**src/rtl/mips_defs.sv**
```systemverilog
// mips_defs: MIPS opcode/funct constants, Tuse/Tnew and forward-select encodings,
// plus the per-instruction class record produced by instr_class.
package mips_defs;
  localparam logic [5:0] OP_RTYPE = 6'h00;
  localparam logic [5:0] OP_ORI   = 6'h0d;
  localparam logic [5:0] OP_LW    = 6'h23;
  localparam logic [5:0] OP_SW    = 6'h2b;
  localparam logic [5:0] OP_LUI   = 6'h0f;
  localparam logic [5:0] OP_BEQ   = 6'h04;
  localparam logic [5:0] OP_J     = 6'h02;
  localparam logic [5:0] OP_JAL   = 6'h03;
  localparam logic [5:0] FN_ADDU  = 6'h21;
  localparam logic [5:0] FN_SUBU  = 6'h23;
  localparam logic [5:0] FN_JR    = 6'h08;
  localparam logic [5:0] FN_MULT  = 6'h18;
  localparam logic [5:0] FN_MULTU = 6'h19;
  localparam logic [5:0] FN_DIV   = 6'h1a;
  localparam logic [5:0] FN_DIVU  = 6'h1b;
  localparam logic [5:0] FN_MFHI  = 6'h10;
  localparam logic [5:0] FN_MTHI  = 6'h11;
  localparam logic [5:0] FN_MFLO  = 6'h12;
  localparam logic [5:0] FN_MTLO  = 6'h13;
  typedef logic [1:0] t_t;
  // A source that is never read uses a Tuse larger than any Tnew, so it never stalls.
  localparam t_t TUSE_0    = 2'd0;
  localparam t_t TUSE_1    = 2'd1;
  localparam t_t TUSE_2    = 2'd2;
  localparam t_t TUSE_NONE = 2'd3;
  localparam t_t TNEW_0    = 2'd0;
  localparam t_t TNEW_1    = 2'd1;
  localparam t_t TNEW_2    = 2'd2;
  localparam logic [1:0] FWD_RF = 2'd0;
  localparam logic [1:0] FWD_E  = 2'd1;
  localparam logic [1:0] FWD_M  = 2'd2;
  localparam logic [1:0] FWD_W  = 2'd3;
  localparam logic FWD_M_PIPE = 1'b0;
  localparam logic FWD_M_W    = 1'b1;
  typedef struct packed {
    logic [4:0] rs;
    logic [4:0] rt;
    logic [4:0] dst;
    t_t         tuse_rs;
    t_t         tuse_rt;
    t_t         tnew;
    logic       md;
    logic       md_acc;
    logic       div;
    logic       sw;
  } iclass_t;
  function automatic t_t tnew_after(t_t t);
    return t == TNEW_0 ? TNEW_0 : t - 2'd1;
  endfunction
endpackage

```
**src/rtl/hazard_unit_if.sv**
```systemverilog
// hazard_unit_if: pipeline IRs in, stall/forward controls out.
interface hazard_unit_if;
  logic [31:0] D_IR;
  logic [31:0] E_IR;
  logic [31:0] M_IR;
  logic [31:0] W_IR;
  logic        stall;
  logic        md_start;
  logic        md_busy;
  logic [1:0]  fwd_D_rs;
  logic [1:0]  fwd_D_rt;
  logic [1:0]  fwd_E_rs;
  logic [1:0]  fwd_E_rt;
  logic        fwd_M_rt;
  modport master (
    output D_IR, E_IR, M_IR, W_IR,
    input  stall, md_start, md_busy, fwd_D_rs, fwd_D_rt, fwd_E_rs, fwd_E_rt, fwd_M_rt
  );
  modport slave (
    input  D_IR, E_IR, M_IR, W_IR,
    output stall, md_start, md_busy, fwd_D_rs, fwd_D_rt, fwd_E_rs, fwd_E_rt, fwd_M_rt
  );
endinterface

```
**src/rtl/instr_class.sv**
```systemverilog
// instr_class: decodes one IR into sources, destination, Tuse/Tnew and MD class flags.
module instr_class
  import mips_defs::*;
(
  input  logic [31:0] ir_i,
  output iclass_t     cls_o
);
  logic [5:0] op, fn;
  logic r, addu, subu, jr, mult, multu, div, divu, mfhi, mflo, mthi, mtlo;
  logic ori, lw, sw, lui, beq, jal;
  assign op    = ir_i[31:26];
  assign fn    = ir_i[5:0];
  assign r     = op == OP_RTYPE;
  assign addu  = r && fn == FN_ADDU;
  assign subu  = r && fn == FN_SUBU;
  assign jr    = r && fn == FN_JR;
  assign mult  = r && fn == FN_MULT;
  assign multu = r && fn == FN_MULTU;
  assign div   = r && fn == FN_DIV;
  assign divu  = r && fn == FN_DIVU;
  assign mfhi  = r && fn == FN_MFHI;
  assign mflo  = r && fn == FN_MFLO;
  assign mthi  = r && fn == FN_MTHI;
  assign mtlo  = r && fn == FN_MTLO;
  assign ori   = op == OP_ORI;
  assign lw    = op == OP_LW;
  assign sw    = op == OP_SW;
  assign lui   = op == OP_LUI;
  assign beq   = op == OP_BEQ;
  assign jal   = op == OP_JAL;
  always_comb begin
    cls_o.rs      = ir_i[25:21];
    cls_o.rt      = ir_i[20:16];
    cls_o.dst     = (addu | subu | mfhi | mflo) ? ir_i[15:11] :
                    (ori | lw | lui) ? ir_i[20:16] : jal ? 5'd31 : 5'd0;
    cls_o.tuse_rs = (beq | jr) ? TUSE_0 :
                    (addu | subu | ori | lw | sw | mthi | mtlo | mult | multu | div | divu) ? TUSE_1 :
                    TUSE_NONE;
    cls_o.tuse_rt = beq ? TUSE_0 : (addu | subu | mult | multu | div | divu) ? TUSE_1 :
                    sw ? TUSE_2 : TUSE_NONE;
    // Non-writers carry dst 0, so their Tnew never takes part in a match.
    cls_o.tnew    = (lui | jal) ? TNEW_0 : lw ? TNEW_2 : TNEW_1;
    cls_o.md      = mult | multu | div | divu;
    cls_o.md_acc  = mfhi | mflo | mthi | mtlo;
    cls_o.div     = div | divu;
    cls_o.sw      = sw;
  end
endmodule

```
**src/rtl/hazard_unit.sv**
```systemverilog
// hazard_unit: MIPS 5-stage stall/forward control with a multiply/divide busy counter.
module hazard_unit
  import mips_defs::*;
#(
  parameter int MULT_CYC = 5,
  parameter int DIV_CYC  = 10,
  parameter int CNT_W    = 4
) (
  input logic          clk,
  input logic          reset,
  hazard_unit_if.slave hz
);
  iclass_t d, e, m, w;
  t_t tnew_m;
  logic md_start, stall_rs, stall_rt;
  logic [CNT_W-1:0] cnt_q, cnt_d;
  logic unused_bits;
  instr_class u_d (.ir_i(hz.D_IR), .cls_o(d));
  instr_class u_e (.ir_i(hz.E_IR), .cls_o(e));
  instr_class u_m (.ir_i(hz.M_IR), .cls_o(m));
  instr_class u_w (.ir_i(hz.W_IR), .cls_o(w));
  function automatic logic hit(logic [4:0] src, logic [4:0] dst);
    return dst != 5'd0 && dst == src;
  endfunction
  function automatic logic src_stall(logic [4:0] src, t_t tuse, iclass_t ce, iclass_t cm, t_t tm);
    return (hit(src, ce.dst) && tuse < ce.tnew) || (hit(src, cm.dst) && tuse < tm);
  endfunction
  // The nearest writer wins; if it is not ready yet the register file is selected and stall covers it.
  function automatic logic [1:0] fwd_d(logic [4:0] src, iclass_t ce, iclass_t cm, t_t tm, iclass_t cw);
    return hit(src, ce.dst) ? (ce.tnew == TNEW_0 ? FWD_E : FWD_RF) :
           hit(src, cm.dst) ? (tm == TNEW_0 ? FWD_M : FWD_RF) :
           hit(src, cw.dst) ? FWD_W : FWD_RF;
  endfunction
  function automatic logic [1:0] fwd_e(logic [4:0] src, iclass_t cm, iclass_t cw);
    return hit(src, cm.dst) ? FWD_M : hit(src, cw.dst) ? FWD_W : FWD_RF;
  endfunction
  assign tnew_m      = tnew_after(m.tnew);
  assign md_start    = e.md;
  assign stall_rs    = src_stall(d.rs, d.tuse_rs, e, m, tnew_m);
  assign stall_rt    = src_stall(d.rt, d.tuse_rt, e, m, tnew_m);
  assign hz.md_start = md_start;
  assign hz.md_busy  = cnt_q != '0;
  assign hz.stall    = stall_rs | stall_rt | ((d.md | d.md_acc) & (md_start | hz.md_busy));
  assign hz.fwd_D_rs = fwd_d(d.rs, e, m, tnew_m, w);
  assign hz.fwd_D_rt = fwd_d(d.rt, e, m, tnew_m, w);
  assign hz.fwd_E_rs = fwd_e(e.rs, m, w);
  assign hz.fwd_E_rt = fwd_e(e.rt, m, w);
  assign hz.fwd_M_rt = (m.sw && hit(m.rt, w.dst)) ? FWD_M_W : FWD_M_PIPE;
  assign unused_bits = ^{d, e, m, w};
  always_comb
    cnt_d = md_start ? (e.div ? CNT_W'(DIV_CYC) : CNT_W'(MULT_CYC)) :
            cnt_q != '0 ? cnt_q - CNT_W'(1) : cnt_q;
  always_ff @(posedge clk)
    cnt_q <= reset ? '0 : cnt_d;
endmodule

```
**src/flat_wrapper.sv**
```systemverilog
// flat-port wrapper written by rule: the top's interface ports become plain ports
module hazard_unit_flat import mips_defs::*;
#(
  parameter int MULT_CYC = 5,
  parameter int DIV_CYC  = 10,
  parameter int CNT_W    = 4
)
  (clk, reset, hz_D_IR, hz_E_IR, hz_M_IR, hz_W_IR, hz_stall, hz_md_start, hz_md_busy, hz_fwd_D_rs, hz_fwd_D_rt, hz_fwd_E_rs, hz_fwd_E_rt, hz_fwd_M_rt);
  hazard_unit_if hz_i ();
  input logic clk;
  input logic reset;
  input wire logic [$bits(hz_i.D_IR)-1:0] hz_D_IR;
  input wire logic [$bits(hz_i.E_IR)-1:0] hz_E_IR;
  input wire logic [$bits(hz_i.M_IR)-1:0] hz_M_IR;
  input wire logic [$bits(hz_i.W_IR)-1:0] hz_W_IR;
  output wire logic [$bits(hz_i.stall)-1:0] hz_stall;
  output wire logic [$bits(hz_i.md_start)-1:0] hz_md_start;
  output wire logic [$bits(hz_i.md_busy)-1:0] hz_md_busy;
  output wire logic [$bits(hz_i.fwd_D_rs)-1:0] hz_fwd_D_rs;
  output wire logic [$bits(hz_i.fwd_D_rt)-1:0] hz_fwd_D_rt;
  output wire logic [$bits(hz_i.fwd_E_rs)-1:0] hz_fwd_E_rs;
  output wire logic [$bits(hz_i.fwd_E_rt)-1:0] hz_fwd_E_rt;
  output wire logic [$bits(hz_i.fwd_M_rt)-1:0] hz_fwd_M_rt;
  assign hz_i.D_IR = hz_D_IR;
  assign hz_i.E_IR = hz_E_IR;
  assign hz_i.M_IR = hz_M_IR;
  assign hz_i.W_IR = hz_W_IR;
  assign hz_stall = hz_i.stall;
  assign hz_md_start = hz_i.md_start;
  assign hz_md_busy = hz_i.md_busy;
  assign hz_fwd_D_rs = hz_i.fwd_D_rs;
  assign hz_fwd_D_rt = hz_i.fwd_D_rt;
  assign hz_fwd_E_rs = hz_i.fwd_E_rs;
  assign hz_fwd_E_rt = hz_i.fwd_E_rt;
  assign hz_fwd_M_rt = hz_i.fwd_M_rt;
  hazard_unit #(.MULT_CYC(MULT_CYC), .DIV_CYC(DIV_CYC), .CNT_W(CNT_W)) u_core (.clk(clk), .reset(reset), .hz(hz_i));
endmodule
```
**config.mk**
```make
export PLATFORM = sky130hd
export DESIGN_NAME = hazard_unit_flat
export DESIGN_NICKNAME = d
export VERILOG_FILES = /design/src/rtl/mips_defs.sv /design/src/rtl/hazard_unit_if.sv /design/src/rtl/instr_class.sv /design/src/rtl/hazard_unit.sv /design/src/flat_wrapper.sv
export SDC_FILE = /design/constraint.sdc
export NUM_CORES = 1
export LEC_CHECK = 0
export BUFFER_PORTS_ARGS = -buffer_cell sky130_fd_sc_hd__clkbuf_2
export CELL_PAD_IN_SITES_DETAIL_PLACEMENT = 1
export CELL_PAD_IN_SITES_GLOBAL_PLACEMENT = 2
export CORE_ASPECT_RATIO = 1.2
export CORE_MARGIN = 2
export CORE_UTILIZATION = 20
export CTS_BUF_LIST = sky130_fd_sc_hd__clkbuf_8 sky130_fd_sc_hd__clkbuf_16
export DETAILED_ROUTE_END_ITERATION = 10
export GPL_TIMING_DRIVEN = 0
export MAX_ROUTING_LAYER = met4
export PLACE_DENSITY = 0.86
export SLEW_MARGIN = 10
export SYNTH_ARGS = -nofsm -noshare
export SYNTH_HDL_FRONTEND = slang
export SYNTH_SLANG_ARGS = --single-unit
```
**constraint.sdc**
```tcl
create_clock -name clk -period 4.2 [get_ports clk]
set_clock_uncertainty 0.15 [all_clocks]
set_input_delay 0.63 -clock clk [delete_from_list [all_inputs] [get_ports clk]]
set_output_delay 0.63 -clock clk [all_outputs]
set_load 0.02 [all_outputs]
```
== Word level (Yosys, flattened, before mapping) ==
Index checks and enable logic that the tools add are counted.
Storage, ports and cells
  bits in registers: 4
  input bits: 130
  output and inout port bits: 12
  word-level logic and storage cells: 201
Operators by class
  add/sub/neg operators: 2
  order comparisons: 4
  equal/unequal tests: 55
  multiplexer cells: 35
  bitwise gates (word level): 47
  reduce and logical (&&, ||, !) cells: 57
Operators with widths (count)
  $eq A6 B5 Y1 const B: 18
  $eq A6 B6 Y1 const B: 14
  $eq A5 B5 Y1: 11
  $eq A6 B4 Y1 const B: 8
  $or A1 B1 Y1: 46
  $mux W5: 9
  $logic_and A1 B1 Y1: 43
  $mux W2: 20
  $logic_not A6 Y1: 4
  $eq A6 B2 Y1 const B: 3
  $reduce_bool A5 Y1: 3
  $mux W4: 3
  $lt A2 B2 Y1: 4
  $eq A6 B3 Y1 const B: 1
  $logic_not A2 Y1: 3
  $reduce_bool A4 Y1: 1
  $sub A4 B1 Y4 const B: 1
  $mux W1: 3
  $logic_or A1 B1 Y1: 2
  $reduce_bool A2 Y1: 1
  $sub A2 B1 Y2 const B: 1
  $and A1 B1 Y1: 1

== Longest topological paths before layout ==
Gate-level depths: netlist of run 1.
  depth in word-level cells: 19
  mapped depth: 9

== Modules after synthesis ==
From an unflattened synthesis of run 1, not the netlist that was laid out.
Unflattened totals
  cells, all modules: 367
  area, all modules: 2716.4 µm²
Modules (own cells, without submodules)
  instr_class: instances 4, cells an instance 54, area an instance 387.9 µm²
  hazard_unit: instances 1, cells an instance 151, area an instance 1164.9 µm²

== Worst setup path before layout of run 1 ==
OpenSTA, ideal clock, no wires.
  path kind: input port to output port
  start: input hz_W_IR[27]
  end: output hz_fwd_D_rt[0]
  arrival: 2892 ps
  required time: 3420 ps
  setup slack: 528 ps
  cell stages on the path: 8
  cells stage by stage: or4_1 a211oi_2 a22o_1 clkbuf_1 xnor2_1 nand2_1 a2111o_1 mux2i_1
On the way
  longest elaborated chain between the ends: 11
RTL lines
  start, declared: line flat_wrapper.sv:15  | input wire logic [$bits(hz_i.W_IR)-1:0] hz_W_IR;
  $logic_not A6 Y1: line instr_class.sv:13  | assign r = op == OP_RTYPE;
  $logic_and A1 B1 Y1 (on tied branches): line instr_class.sv:14, instr_class.sv:15
  $or A1 B1 Y1
  $or A1 B1 Y1 (2 in a row): line instr_class.sv:34  | cls_o.dst = (addu | subu | mfhi | mflo) ? ir_i[15:11] :
  $mux W5 (*): line instr_class.sv:34
  $eq A5 B5 Y1 / $reduce_bool A5 Y1 (equally long branches): line hazard_unit.sv:23  | return dst != 5'd0 && dst == src;
  $logic_and A1 B1 Y1 (*): line hazard_unit.sv:23
  $mux W2 (*): line hazard_unit.sv:32  | hit(src, cw.dst) ? FWD_W : FWD_RF;
  $mux W2 (*): line hazard_unit.sv:31  | hit(src, cm.dst) ? (tm == TNEW_0 ? FWD_M : FWD_RF) :
  $mux W2 (*): line hazard_unit.sv:30  | return hit(src, ce.dst) ? (ce.tnew == TNEW_0 ? FWD_E : FWD_RF) :
  end, declared: line flat_wrapper.sv:20  | output wire logic [$bits(hz_i.fwd_D_rt)-1:0] hz_fwd_D_rt;
Every way passes the cells marked *; elsewhere a longest branch is shown, timed or not.

== Worst setup path in the final report of run 1 ==
  start: input hz_W_IR[26]
  end: output hz_fwd_D_rt[0]
The elaborated chain is that of the path after synthesis.

==> metrics.md, run 1 <==
| Metric | Value |
|---|---|
| PwrDens | `186 nW/um2` |
| Most flop-heavy register | `u_core.cnt_q` |
| FF+latch count, synth | `4` |
| Synth warn | `0` |
| Post-CTS Repair Setup Buffers | `0` |
| Crit-path cells | `clkbuf_2 -> or4_1 -> a211oi_2 -> a22o_1 -> xnor2_1 -> nand2_1 -> a2111o_1 -> mux2i_1 -> clkbuf_2` |
| HP Class | `flop to flop` |
| N_diodes | `0` |
| Minimum clock period | `3.98 ns` |
| RSZ-0062 raised after global routing | `no` |
| Detail Route Antenna Nets | `0` |
| Total power | `495 uW` |
| Rel. slew slack | `57.3%` |
| Number of global-route vias before repair | `2,512` |
| Vias | `2,378` |
| TritonCTS buffer count | `3` |
| Die area | `10,400 um2` |
| Cells after synthesis | `259` |
| Critical-path maximum fanout | `7` |
| Largest registers | `u_core.cnt_q: 4 flops` |
| Element type at the critical path end | `output pin` |
| First-pass GRT wire length | `11,800 um` |
| GP Congestion | `0.837` |
| Final hold vios | `0` |
| DRT iter0 DRCs | `28` |
| Avg WL per Cell | `14.7 um` |
| Fin. max-slew vios | `0` |
| Final WL | `7160 um` |
| Max IR drop VDD | `0.106 mV` |
| Predominant post-synthesis flop cell | `dfxtp_1` |
| Fraction of layout cells with a size suffix above 1 | `35.6%` |
| WS Path Type | `primary input to output pin` |
| CP bufs+invs | `2` |
| WP data required | `3.42 ns` |
| P_leak | `1.19 nW` |
| DP HPWL | `6360 um` |
| Die H | `111 um` |
| Area of the core | `9420 um2` |
| IO Pins | `142` |
| Most frequent CP cell | `clkbuf_2` |
| IO Port Bufs | `104` |
| Die X | `93.3 um` |
| Mapped cell area | `1920 um2` |
| Post-synth cell types | `60` |
| Residual DRC | `0` |
| Final setup violating endpoints | `0` |
| FFs w/ async S/R, synth | `0%` |
| Max stage delay on crit path | `0.52 ns` |
| Max FFs per register | `4` |
| Initial antenna violation count | `0` |
| Status | `complete, no violations` |
| Total global-route track usage | `14.2%` |
| Period Utilization, post-route | `94.7%` |
| CP max-delay cell | `or4_1` |
| Critical path arrival | `3.20 ns` |
| Area growth, synth to finish | `39.4%` |
| Gr ovfl total | `0` |
| Setup TNS after final layout | `0 ns` |
| Starting Density | `20.3%` |
| Sequential share of the synthesized area | `4.18%` |
| Via density | `4.87` |
| H-tree depth | `1` |
| DR pass1 iterations | `4` |
| Synth Area per Inst | `7.40 um2` |
| EDFF count, synth | `0` |
| Largest net degree at the start of global routing | `9` |
| Skew-Pair Late Insertion Delay | `0.23 ns` |
| Synth Net Count | `393` |
| Worst Tran Pin Value | `0.631 ns` |
| Placement Rows | `39` |
| CTS tree | `built` |
| # clock sinks | `4` |
| Final net count | `501` |
| F_max | `252 MHz` |
| Clk root buf | `clkbuf_16` |
| Max Buffers Root-to-Sink | `2` |
| Max-cap violations | `0` |
| Crit start category | `primary input` |
| CP top delay family | `compound AO/OA/AOI/OAI gates` |
| Clock transition at path regs | `0.03 ns` |
[through the flow]
stage | hold slack [ns] | setup WS, ns | util [%] | cells | cell area, um2
after global routing | 0.486 | 0.0409 | 28.4 | 488 | 2670
after detailed placement | 0.449 | 0.0628 | 27.5 | 486 | 2590
after global placement | 0.426 | 0.104 | 27.5 | 486 | 2590
after floorplan | 0.403 | 0.528 | - | 259 | 1920
final | 0.460 | 0.225 | 28.4 | 488 | 2670
after CTS | 0.456 | 0.0561 | 28.3 | 489 | 2670
[worst paths after layout]
kind / endpoint / slack [ns] / from / cells past startpoint
max: hz_fwd_D_rt[0] / 0.22 / hz_W_IR[26] / 9
max reg2reg: u_core.cnt_q[0] / 2.80 / u_core.cnt_q[0] / 6
min: u_core.cnt_q[3] / 0.46 / u_core.cnt_q[3] / 3
min reg2reg: u_core.cnt_q[3] / 0.46 / u_core.cnt_q[3] / 3
[Yosys cell counts (2+ instances only)]
| cell type | number | area [um2] |
|---|---|---|
| clkbuf_1 | 3 | 11.3 |
| a21oi_1 | 5 | 25.0 |
| or3b_2 | 2 | 17.5 |
| nor2_1 | 11 | 41.3 |
| nor3b_1 | 9 | 67.6 |
| mux2i_1 | 3 | 30.0 |
| a22o_1 | 8 | 70.1 |
| nor2b_1 | 7 | 43.8 |
| a31oi_1 | 3 | 18.8 |
| xor2_1 | 30 | 263 |
| dfxtp_1 | 4 | 80.1 |
| or4_1 | 4 | 30.0 |
| nand2_1 | 9 | 33.8 |
| ha_1 | 4 | 50.1 |
| xnor2_1 | 27 | 236 |
| o211ai_1 | 7 | 52.6 |
| a2111o_1 | 2 | 22.5 |
| nand3_1 | 9 | 45.0 |
| nand2b_1 | 2 | 12.5 |
| a211oi_2 | 2 | 25.0 |
| o21ai_0 | 9 | 45.0 |
| o22ai_1 | 5 | 31.3 |
| buf_2 | 3 | 15.0 |
| nand3b_1 | 4 | 30.0 |
| inv_1 | 16 | 60.1 |
| o21a_1 | 2 | 15.0 |
| and3b_1 | 4 | 35.0 |
| nand4_1 | 8 | 50.1 |
| o211a_1 | 2 | 20.0 |
| nor3_1 | 13 | 65.1 |
| nor4_1 | 4 | 25.0 |
| nor4bb_1 | 2 | 20.0 |
| a211oi_1 | 5 | 37.5 |
| or2_2 | 3 | 18.8 |
| a22o_2 | 3 | 30.0 |
[cells by family after synthesis]
logic type	count (synthesis)	share of synthesized area [%]
simple gates	102	33.6
mux	3	1.57
flops	4	4.18
other cells	1	0.196
fa+ha+maj	4	2.61
xor+xnor	57	26.1
compound gates	64	26.3
buf+inv	24	5.49
[where the power goes]
| group | total (mW) | internal [mW] | switching [mW] |
|---|---|---|---|
| combinational | 0.282 | 0.128 | 0.153 |
| sequential | 0.0632 | 0.0528 | 0.0105 |
| clock | 0.150 | 0.122 | 0.0285 |
| total | 0.495 | 0.303 | 0.192 |
[routing by layer]
layer	GRT usage [%]	up-vias	part of all wire, %
met2	25.6	72	52
met4	1.47	0	0
met3	0.952	0	4.4
met1	17.9	1120	44
met5	-	-	0
li1	-	1186	-
[layout by cell type, fill, tap and decap left out, types with 3 or more instances in the layout]
cell	count
nand4_1	8
nor2b_1	7
nor3b_1	9
nand2_1	9
nand3b_1	4
dfxtp_1	4
o211ai_1	7
or2_2	3
or4_1	4
a21oi_1	5
buf_2	3
nor3_1	13
and3b_1	4
nand3_1	9
clkbuf_2	104
mux2i_1	3
ha_1	4
o21ai_0	9
nor2_1	11
a211oi_1	5
nor4_1	4
clkbuf_16	3
inv_1	16
o22ai_1	5
xnor2_1	27
a22o_2	3
a22o_1	8
a31oi_1	3
xor2_1	30
[timing repair]
action                                  CTS  global route
endpoints found under the setup margin    0             2
resized for setup                         0             1
hold buffers                              0             0
[worst reg2reg max path: cells and delay by family, from the launching register on]
kind,cells,cell delay (ns)
AOI/OAI and AO/OA,1,0.15
xor gates and xnor gates,1,0.11
adders and majority gates,1,0.20
buffers and inverters,1,0.09
DFF,1,0.34
and+or+nand+nor,2,0.26
[area by class of cell]
cell class | count | area (um2)
fillers | 1220 | 6750
well taps | 123 | 154
repair buffers | 104 | 520
inverters | 16 | 60.1
flip-flops and latches | 4 | 80.1
multi-input cells | 231 | 1740
clock buffers | 3 | 75.1
plain buffers | 7 | 41.3
(Power assumes the default switching activity.)
==> run 2: changes to the inputs <==
--- a/config.mk
+++ b/config.mk
@@ -8,7 +8,7 @@
 export BUFFER_PORTS_ARGS = -buffer_cell sky130_fd_sc_hd__clkbuf_2
 export CELL_PAD_IN_SITES_DETAIL_PLACEMENT = 1
 export CELL_PAD_IN_SITES_GLOBAL_PLACEMENT = 2
-export CORE_ASPECT_RATIO = 1.2
+export CORE_ASPECT_RATIO = 1.4
 export CORE_MARGIN = 2
 export CORE_UTILIZATION = 20
 export CTS_BUF_LIST = sky130_fd_sc_hd__clkbuf_8 sky130_fd_sc_hd__clkbuf_16
==> metrics.md, run 2 (same netlist as run 1, synthesis figures left out) <==
| Metric | Value |
|---|---|
| Status | `complete, no violations` |
| Residual DRC | `0` |
| Skew-Pair Late Insertion Delay | `0.23 ns` |
| # clock sinks | `4` |
| Avg WL per Cell | `15.6 um` |
| F_max | `249 MHz` |
| H-tree depth | `1` |
| Rel. slew slack | `58.2%` |
| Starting Density | `20.4%` |
| Total global-route track usage | `14.4%` |
| Final hold vios | `0` |
| Filler-free cell count of the finished design | `476` |
| Power share of the combinational group | `57.5%` |
| Die X | `86.7 um` |
| Max FFs per register | `4` |
| Worst reg2reg startpoint | `u_core.cnt_q[0]` |
| Most common cell after layout, fill and taps aside | `clkbuf_2` |
| Fin. max-slew vios | `0` |
| Most frequent cells in the layout | `clkbuf_2 (104), xor2_1 (30), xnor2_1 (27)` |
| P_leak | `1.18 nW` |
| Seq pwr share | `12.8%` |
| Fraction of layout cells with a size suffix above 1 | `35.5%` |
| Hold path startpoint | `u_core.cnt_q[3]` |
| IO Pins | `142` |
| Largest registers | `u_core.cnt_q: 4 flops` |
| Area growth, synth to finish | `38.3%` |
| Max-cap violations | `0` |
| Max Buffers Root-to-Sink | `2` |
| Crit start category | `primary input` |
| WP data required | `3.42 ns` |
| Setup TNS after final layout | `0 ns` |
| Placed instance area | `2570 um2` |
| Minimum clock period | `4.01 ns` |
| Clock transition at path regs | `0.03 ns` |
| WS Path Type | `primary input to output pin` |
| Internal | `304 uW` |
| Vias | `2,372` |
| Element type at the critical path end | `output pin` |
| Most flop-heavy register | `u_core.cnt_q` |
| Number of global-route vias before repair | `2,553` |
| TritonCTS buffer count | `3` |
| # resized after CTS | `0` |
| Clk root buf | `clkbuf_16` |
| Detail Route Antenna Nets | `0` |
| Final net count | `502` |
| Period Utilization, post-route | `95.5%` |
| Final WL | `7410 um` |
| GP Congestion | `0.761` |
| PnR worst setup slack | `0.189 ns` |
| Via density | `4.98` |
| Final setup violating endpoints | `0` |
| Placed insts | `473` |
| NetSw | `199 uW` |
| Largest net degree at the start of global routing | `9` |
| Post-route cell area | `2650 um2` |
| Hold Buf Count CTS | `0` |
| DP HPWL | `6600 um` |
| Critical Path Source | `hz_W_IR[26]` |
| Worst Tran Pin Value | `0.619 ns` |
| Area of the core | `9410 um2` |
| Die H | `120 um` |
| RSZ-0062 raised after global routing | `no` |
| IO Port Bufs | `104` |
| First-pass GRT wire length | `11,800 um` |
| Die area | `10,400 um2` |
| N_diodes | `0` |
| Gr ovfl total | `0` |
| DR pass1 iterations | `4` |
| Placement Rows | `42` |
| Initial antenna violation count | `0` |
| Clock share of power | `29.8%` |
| DP Worst Slack | `0.155 ns` |
| HP Class | `flop to flop` |
| Critical-path maximum fanout | `7` |
| CTS tree | `built` |
| Sw Share | `39.6%` |
| Max IR drop VDD | `0.132 mV` |
| PwrDens | `190 nW/um2` |
| DRT iter0 DRCs | `80` |
| Critical path arrival | `3.23 ns` |
| Post-CTS Repair Setup Buffers | `0` |
## run 2: cell types whose count changed in the layout (fill, tap and decap cells not counted), sizes merged
cell    change
clkbuf      +1
## run 2: per-layer routing
layer / vias up / GRT usage, % / wire (um)
li1: 1187 / - / -
met1: 1105 / 15.0 / 2910
met2: 74 / 28.6 / 4100
met3: 6 / 1.58 / 327
met4: 0 / 2.15 / 68
met5: - / - / 0
## run 2: final cells by class
class / instances / area [um2]
multi-input combinational: 231 / 1730
timing repair buffer: 104 / 520
inverter: 16 / 60.1
fill: 1216 / 6760
sequential: 4 / 80.1
tap: 110 / 138
clock buffer: 3 / 75.1
buffer: 8 / 45.0
## run 2: worst max-delay path: stages
cell and delay [ns]:
clkbuf_2 0.12, or4_1 0.52, a211oi_2 0.38, a22o_1 0.19, clkbuf_1 0.38, xnor2_1 0.17, nand2_1 0.09, a2111o_1 0.41
mux2i_1 0.15, clkbuf_2 0.19
## run 2: metrics by stage
step	hold slack [ns]	util, %	power, mW
finish	0.451	28.2	0.503
global route	0.477	28.2	0.536
CTS	0.452	28.2	0.503
detailed placement	0.442	27.4	0.348
global placement	0.432	27.4	0.335
floorplan	0.403	-	0.236
## run 2: path summary, 6_finish.rpt
check                          to  slack (ns)  cells past startpoint
hold / removal    u_core.cnt_q[3]        0.45                      3
hold reg to reg   u_core.cnt_q[3]        0.45                      3
setup reg to reg  u_core.cnt_q[0]        2.73                      6
setup / recovery   hz_fwd_D_rt[0]        0.19                     10
## run 2: power by group through the flow
stage / combinational [mW] / sequential (mW) / clock [mW]
detailed placement: 0.284 / 0.0640 / 0
global route: 0.317 / 0.0653 / 0.154
global placement: 0.271 / 0.0634 / 0
floorplan: 0.175 / 0.0603 / 0
CTS: 0.289 / 0.0639 / 0.150
finish: 0.289 / 0.0642 / 0.150
